--- src/rtl/instr_fetch_unit.sv ---
// Instruction fetch stage: PC register, req/ready fetch handshake, next-PC selection and misaligned-target trap.
// Optional retire counter built when INSTR_FETCH_PERF_CNT_EN is defined; otherwise retire_count is tied to zero.
module instr_fetch_unit #(
    parameter logic [31:0] RESET_PC  = 32'h0000_0000,
    parameter logic [31:0] NOP_INSTR = 32'h0000_0013
) (
    input  logic        clk,
    input  logic        reset,
    output logic        imem_req,
    output logic [31:0] imem_addr,
    input  logic        imem_ready,
    input  logic [31:0] imem_rdata,
    output logic [31:0] instr,
    output logic [6:0]  opcode,
    output logic        instr_valid,
    input  logic        retire,
    input  logic        branch,
    input  logic        jump,
    input  logic        zero,
    input  logic [31:0] pc_target,
    output logic [31:0] pc,
    output logic [31:0] pc_plus4,
    output logic        misalign_err,
    output logic [31:0] retire_count
);

    localparam int unsigned XLEN = 32;

    typedef enum logic [1:0] {
        IDLE  = 2'd0,
        REQ   = 2'd1,
        VALID = 2'd2,
        ERR   = 2'd3
    } state_t;

    state_t            state_q;
    logic [XLEN-1:0]   pc_q;
    logic [XLEN-1:0]   instr_q;
    logic              req_q;
    logic              valid_q;
    logic              err_q;

    logic              retire_ok;
    logic              taken;
    logic              target_misaligned;
    logic [XLEN-1:0]   pc_d;

    assign pc_plus4          = pc_q + XLEN'(4);
    assign retire_ok         = (state_q == VALID) && retire;
    assign taken             = jump | (branch & zero);
    assign target_misaligned = taken && (pc_target[1:0] != 2'b00);
    assign pc_d              = taken ? pc_target : pc_plus4;

    // Fetch FSM; outputs are registered alongside the state so reset clears them asynchronously.
    always_ff @(posedge clk or posedge reset) begin
        if (reset) begin
            state_q <= IDLE;
            pc_q    <= RESET_PC;
            instr_q <= NOP_INSTR;
            req_q   <= 1'b0;
            valid_q <= 1'b0;
            err_q   <= 1'b0;
        end else begin
            case (state_q)
                IDLE: begin
                    state_q <= REQ;
                    req_q   <= 1'b1;
                end
                REQ: begin
                    if (imem_ready) begin
                        state_q <= VALID;
                        instr_q <= imem_rdata;
                        req_q   <= 1'b0;
                        valid_q <= 1'b1;
                    end
                end
                VALID: begin
                    if (retire) begin
                        instr_q <= NOP_INSTR;
                        valid_q <= 1'b0;
                        if (target_misaligned) begin
                            state_q <= ERR;
                            err_q   <= 1'b1;
                        end else begin
                            state_q <= REQ;
                            pc_q    <= pc_d;
                            req_q   <= 1'b1;
                        end
                    end
                end
                ERR: begin
                    req_q   <= 1'b0;
                    valid_q <= 1'b0;
                    err_q   <= 1'b1;
                end
                default: begin
                    state_q <= IDLE;
                end
            endcase
        end
    end

`ifdef INSTR_FETCH_PERF_CNT_EN
    logic [XLEN-1:0] retire_cnt_q;

    // Counts every honoured retire, including one that traps on a misaligned target.
    always_ff @(posedge clk or posedge reset) begin
        if (reset) begin
            retire_cnt_q <= '0;
        end else if (retire_ok) begin
            retire_cnt_q <= retire_cnt_q + XLEN'(1);
        end
    end

    assign retire_count = retire_cnt_q;
`else
    logic unused_retire_ok;
    assign unused_retire_ok = retire_ok;
    assign retire_count     = '0;
`endif

    assign imem_req     = req_q;
    assign imem_addr    = pc_q;
    assign pc           = pc_q;
    assign instr        = instr_q;
    assign opcode       = instr_q[6:0];
    assign instr_valid  = valid_q;
    assign misalign_err = err_q;

endmodule
--- config.mk ---
export PLATFORM = sky130hd
export DESIGN_NAME = instr_fetch_unit
export DESIGN_NICKNAME = d
export VERILOG_FILES = /design/src/rtl/instr_fetch_unit.sv
export SDC_FILE = /design/constraint.sdc
export NUM_CORES = 1
export LEC_CHECK = 0
export ABC_AREA = 1
export CAP_MARGIN = 20
export CELL_PAD_IN_SITES_DETAIL_PLACEMENT = 1
export CELL_PAD_IN_SITES_GLOBAL_PLACEMENT = 2
export CORE_MARGIN = 2
export CORE_UTILIZATION = 21
export CTS_CLUSTER_SIZE = 30
export DETAILED_ROUTE_END_ITERATION = 10
export GPL_TIMING_DRIVEN = 0
export HOLD_SLACK_MARGIN = 0.1
export PLACE_DENSITY_LB_ADDON = 0.1
export SETUP_SLACK_MARGIN = 0.4
export SLEW_MARGIN = 15
export SYNTH_ARGS = -nofsm -noshare
export SYNTH_HDL_FRONTEND = slang
export SYNTH_SLANG_ARGS = --single-unit
--- constraint.sdc ---
create_clock -name clk -period 2.36 [get_ports clk]
set_input_delay 0.236 -clock clk [delete_from_list [all_inputs] [get_ports clk]]
set_output_delay 0.236 -clock clk [all_outputs]
set_load 0.005 [all_outputs]
==> results.yml, run 1 <==
setup_path:
  crit_path_start_kind: "register"
  crit_required_ns: 2.12
  critical_path.max_fanout: 4
  arrival_ns: 1.87
  cp-end-kind: "output port"
  crit_type: "reg2out"
power_and_ir_drop:
  p_switching_mw: 3.81
  leakagePower_nw: 4.06
  ir_drop_mv: 0.431
  pwr_density_cell_mw_per_mm2: 1160
  power_frac_comb: 0.612
  intPower_mw: 6.07
  clkPwrFrac: 0.144
  seq_power_share: 0.244
  swShare: 0.385
clocking:
  cts_buffers: 9
  cts_root_buffer: "clkbuf_16"
  cts_tree: "done"
  clkSlewWorstSetupHoldPaths_ns: 0.06
  clock_sinks: 69
  clk_latency_ns: 0.35
  cts_max_path_buffers: 2
  h-tree-depth: 3
  hold_buffers: 0
cells_and_area:
  fin_nets: 1057
  area_delta_synth_final_pct: 80.6
  final_common_cell: "nand2_1"
  final.fill_count: 2680
  drive_gt1_frac: 0.320
  final_cell_area_mm2: 0.00849
  finish.utilization: 0.388
  mostFrequentLayoutCells: "200 x nand2_1, 180 x clkdlybuf4s50_1, 122 x buf_4"
sta:
  fin_crit_ns: 2.11
  finalSetupViolations: 0
  hold_violations: 0
  fin_crit_sh: 0.893
  hold_ws_ns: 0.323
  tns_ns: 0
  fin_skew_ns: 0.00812
  rsz0062_at_grt: "yes"
  layout_setup_ws_ns: 0.252
  worst_pin_slew_ns: 0.640
  slew_violations: 0
  maxSlewHeadroom: 0.573
  fmax_mhz: 474
global_routing:
  grt_max_degree: 34
  antenna_found_initial: 3
  track_usage: 0.169
  met1_usage: 0.190
  grtUsageMet2: 0.308
  overflow: 0
  grt_pass1_wl_mm: 31.5
  grt_use_met3: 0.0521
  busiest_layer: "met2"
  grt_pass1_vias: 5690
logic_synthesis:
  syn_inst: 655
  synth-edff-count: 0
  async_reset_ff_frac: 1.00
  synth_cell_type_count: 35
  synth_seq_cells: 69
  ys_seq_area_frac: 0.368
  ys.flop_type: "dfrtp_1"
  netlist_area_mm2: 0.00470
  synth_warnings: 0
  avgSynthCellArea_um2: 7.18
route:
  vias: 5340
  first_pass_iters: 4
  drtIter0Drc: 124
  route.detailed.drc: 0
  routedWlPerCell_um: 15.7
  avgViaCountPerCell: 4.22
  ant_nets: 0
  drt_wl_total_mm: 19.9
run_status:
  run_status: "finished clean"
placed_design:
  pre_cts_slack_ns: -0.116
  place_hpwl_mm: 14.9
  portBuffers: 208
  placed_area_mm2: 0.00730
  gp_congestion: 0.768
min_path:
  hold_class: "in2async"
die:
  die_h_um: 154
  start_util: 0.215
  die_w_um: 154
  rows: 54
  core_mm2: 0.0219
  fp.dieArea_mm2: 0.0236
  io_pins: 241
flow_run:
  cap_violations: 0
[critical path, cell delays in order (launching register included)]
cell and delay (ns):
dfrtp_2 0.41, ha_4 0.19, nand2_4 0.06, nor2_4 0.10, nand2_4 0.10, nor2_4 0.15, buf_6 0.12, buf_6 0.09
nand3b_1 0.09, nand2_2 0.10, buf_2 0.12
[final cells by class]
class / instances / area [um^2] / area share
Tap cell: 280 / 350 / 0.0413
Antenna cell: 1 / 2.50 / 0.000295
Sequential cell: 69 / 1770 / 0.208
Clock buffer: 10 / 229 / 0.0270
Inverter: 55 / 210 / 0.0248
Clock inverter: 6 / 71.3 / 0.00840
Multi-Input combinational cell: 464 / 2520 / 0.296
Buffer: 98 / 664 / 0.0783
Timing Repair Buffer: 283 / 2680 / 0.316
[Yosys cell counts, drive strengths merged (2+ instances only)]
cell / number / area (um^2)
nand2: 229 / 877
buf: 86 / 611
dfrtp: 66 / 1650
inv: 55 / 206
nand3: 53 / 270
o21ai: 45 / 225
nor2: 44 / 223
nand4: 22 / 138
clkbuf: 12 / 45.0
xor2: 9 / 116
ha: 6 / 75.1
nand3b: 6 / 45.0
and2: 4 / 25.0
xnor2: 4 / 35.0
dfstp: 3 / 78.8
o211ai: 2 / 15.0
or2: 2 / 12.5
[power groups by stage]
stage | Clock, mW | Sequential, mW | Combinational (mW)
after CTS | 1.48 | 2.43 | 5.87
after global placement | 0 | 2.49 | 5.17
after floorplan | 0 | 2.34 | 2.28
after detailed placement | 0 | 2.53 | 5.28
final | 1.42 | 2.41 | 6.05
after global routing | 1.54 | 2.51 | 6.66
[timing repair]
action,CTS,global route
endpoints found under the setup margin,42,43
buffers inserted,56,17
resized for setup,195,42
pin swaps,41,28
[state kept, by name (all words and copies together), names as in the netlist]
signal	count
imem_addr	32
state_q	2
imem_req	1
misalign_err	1
instr	32
instr_valid	1
[cell families (layout without fill, tap and decap cells)]
family,count (synthesis),count (layout),synth area share
flip-flops,69,69,0.368
adder cells (fa/ha/maj),6,6,0.0160
AO/OA/AOI/OAI,53,53,0.0612
XOR/XNOR,13,13,0.0322
buffers and inverters,153,452,0.183
AND/OR/NAND/NOR,360,360,0.338
other,1,33,0.000798
[stage by stage]
stage / instances / power, mW
after floorplan: 686 / 4.62
after global placement: 1174 / 7.66
after detailed placement: 1176 / 7.81
after CTS: 1248 / 9.78
after global routing: 1266 / 10.7
final: 1266 / 9.88
[path summary, 6_finish.rpt]
check / from / endpoint / slack, ns / cells after the start
worst max register to register: imem_addr[2] / imem_addr[30] / 0.48 / 15
worst min-delay path: reset / instr[17] / 0.32 / 2
min in group clk: imem_rdata[11] / instr[11] / 0.44 / 3
max in group asynchronous: reset / instr[1] / 1.39 / 3
worst max-delay path: imem_addr[2] / pc_plus4[26] / 0.25 / 10
worst min register to register: misalign_err / misalign_err / 0.47 / 1
[metal layers]
metal | vias up | part of all wire
li1 | 2606 | -
met3 | 22 | 0.062
met1 | 2567 | 0.40
met5 | - | 0.00065
met4 | 2 | 0.016
met2 | 143 | 0.52
Power figures use the tool's default switching activity.
==> run 2: changes to the inputs <==
--- a/config.mk
+++ b/config.mk
@@ -9,7 +9,7 @@
 export CAP_MARGIN = 20
 export CELL_PAD_IN_SITES_DETAIL_PLACEMENT = 1
 export CELL_PAD_IN_SITES_GLOBAL_PLACEMENT = 2
-export CORE_MARGIN = 2
+export CORE_MARGIN = 3
 export CORE_UTILIZATION = 21
 export CTS_CLUSTER_SIZE = 30
 export DETAILED_ROUTE_END_ITERATION = 10
==> results.yml, run 2 (synthesized netlist as in run 1, its figures left out) <==
run_status:
  run_status: "finished clean"
sta:
  fmax_mhz: 474
  hold_ws_ns: 0.344
  finalSetupViolations: 0
  fin_skew_ns: 0.00846
  rsz0062_at_grt: "yes"
  tns_ns: 0
  maxSlewHeadroom: 0.536
  layout_setup_ws_ns: 0.249
  slew_violations: 0
  fin_crit_sh: 0.895
  fin_crit_ns: 2.11
  worst_pin_slew_ns: 0.696
  hold_violations: 0
die:
  start_util: 0.215
  die_w_um: 156
  fp.dieArea_mm2: 0.0242
  io_pins: 241
  core_mm2: 0.0219
  die_h_um: 156
  rows: 54
setup_path:
  crit_required_ns: 2.12
  crit_path_start_kind: "register"
  crit_chain: "ha_4 > nand2_4 > nor2_4 > nand2_4 > buf_4 > nor2_4 > buf_6 > xor2_2 > buf_2"
  r2r_setup_slack_ns: 0.26
  crit_type: "reg2out"
  cp_slowest_cell: "dfrtp_2"
  critical-path-top-delay-family: "flip-flops"
  cp_num_buf_inv: 3
  cp-end-kind: "output port"
  arrival_ns: 1.88
  worstRegToRegCells: 16
  critical_path.max_fanout: 4
  path_depth: 9
  cpPeakStageDelay_ns: 0.43
cells_and_area:
  final_common_cell: "nand2_1"
  area_delta_synth_final_pct: 83.8
  final_cell_area_mm2: 0.00864
  multi_input_comb_area_mm2: 0.00255
  num_antenna_cells: 0
  finalNonFillerCells: 1277
  fin_nets: 1069
  drive_gt1_frac: 0.341
  mostFrequentLayoutCells: "187 x nand2_1, 180 x clkdlybuf4s50_1, 142 x buf_4"
  final.fill_count: 2601
  regArea_mm2: 0.00177
  finish.utilization: 0.395
clocking:
  cts_buffers: 9
  hold_buffers: 0
  cts_root_buffer: "clkbuf_16"
  h-tree-depth: 3
  clock_sinks: 69
  clk_latency_ns: 0.34
  cts_tree: "done"
  cts_max_path_buffers: 2
  clkSlewWorstSetupHoldPaths_ns: 0.07
global_routing:
  antenna_found_initial: 0
  grt_pass1_vias: 5854
  grt_pass1_wl_mm: 32.2
  grt_max_degree: 34
  track_usage: 0.168
  overflow: 0
placed_design:
  placed_area_mm2: 0.00730
  gp_congestion: 0.759
  portBuffers: 208
  pre_cts_slack_ns: -0.106
  dpl.cell_count: 1176
  place_hpwl_mm: 15.2
route:
  first_pass_iters: 4
  ant_nets: 0
  drtIter0Drc: 151
  routedWlPerCell_um: 16.1
  drt_wl_total_mm: 20.6
  vias: 5405
  route.detailed.drc: 0
  avgViaCountPerCell: 4.23
power_and_ir_drop:
  leakagePower_nw: 4.18
  ir_drop_mv: 0.410
  pwr_density_cell_mw_per_mm2: 1160
  power_mw: 10.1
flow_run:
  cap_violations: 0
min_path:
  hold_class: "in2async"
run 2: where the power goes:
group	switching [mW]	internal, mW	total [mW]	leakage [nW]
Combinational	2.76	3.56	6.32	3.22
Sequential	0.531	1.81	2.34	0.819
Clock	0.575	0.818	1.39	0.138
Total	3.86	6.19	10.1	4.18
run 2: final timing paths:
path | from | endpoint
setup reg to reg | imem_addr[2] | imem_addr[30]
hold reg to reg | misalign_err | misalign_err
setup / recovery | imem_addr[2] | pc_plus4[14]
hold / removal | reset | instr[23]
max in group asynchronous | reset | instr[0]
min in group clk | imem_rdata[5] | instr[5]
run 2: worst register-to-register path, cell delays in order, from the launching register on:
cell	delay, ns
dfrtp_2	0.43
ha_4	0.19
nand2_4	0.06
nor2_4	0.10
nand2_4	0.09
buf_4	0.15
nor2_4	0.10
buf_6	0.12
nand2_2	0.05
nand2_2	0.06
nand2_2	0.07
buf_4	0.13
buf_4	0.12
buf_4	0.12
buf_4	0.12
nand2_1	0.05
nand2_1	0.05
run 2: routing by layer:
layer	track usage	routed length [um]
met1	0.196	8430
met2	0.303	10600
met3	0.0405	1140
met4	0.0509	420
met5	0	0
run 2: layout make-up:
cell class / count / share of cell area
Buffer: 98 / 0.0778
Multi-Input combinational cell: 464 / 0.296
Clock inverter: 6 / 0.00739
Clock buffer: 10 / 0.0265
Timing Repair Buffer: 295 / 0.323
Inverter: 55 / 0.0243
Sequential cell: 69 / 0.204
Tap cell: 280 / 0.0406
run 2: what timing repair did:
item,CTS,global route
buffers inserted,63,22
setup endpoints to repair,52,73
pin swaps,25,36
gates resized for setup,139,101
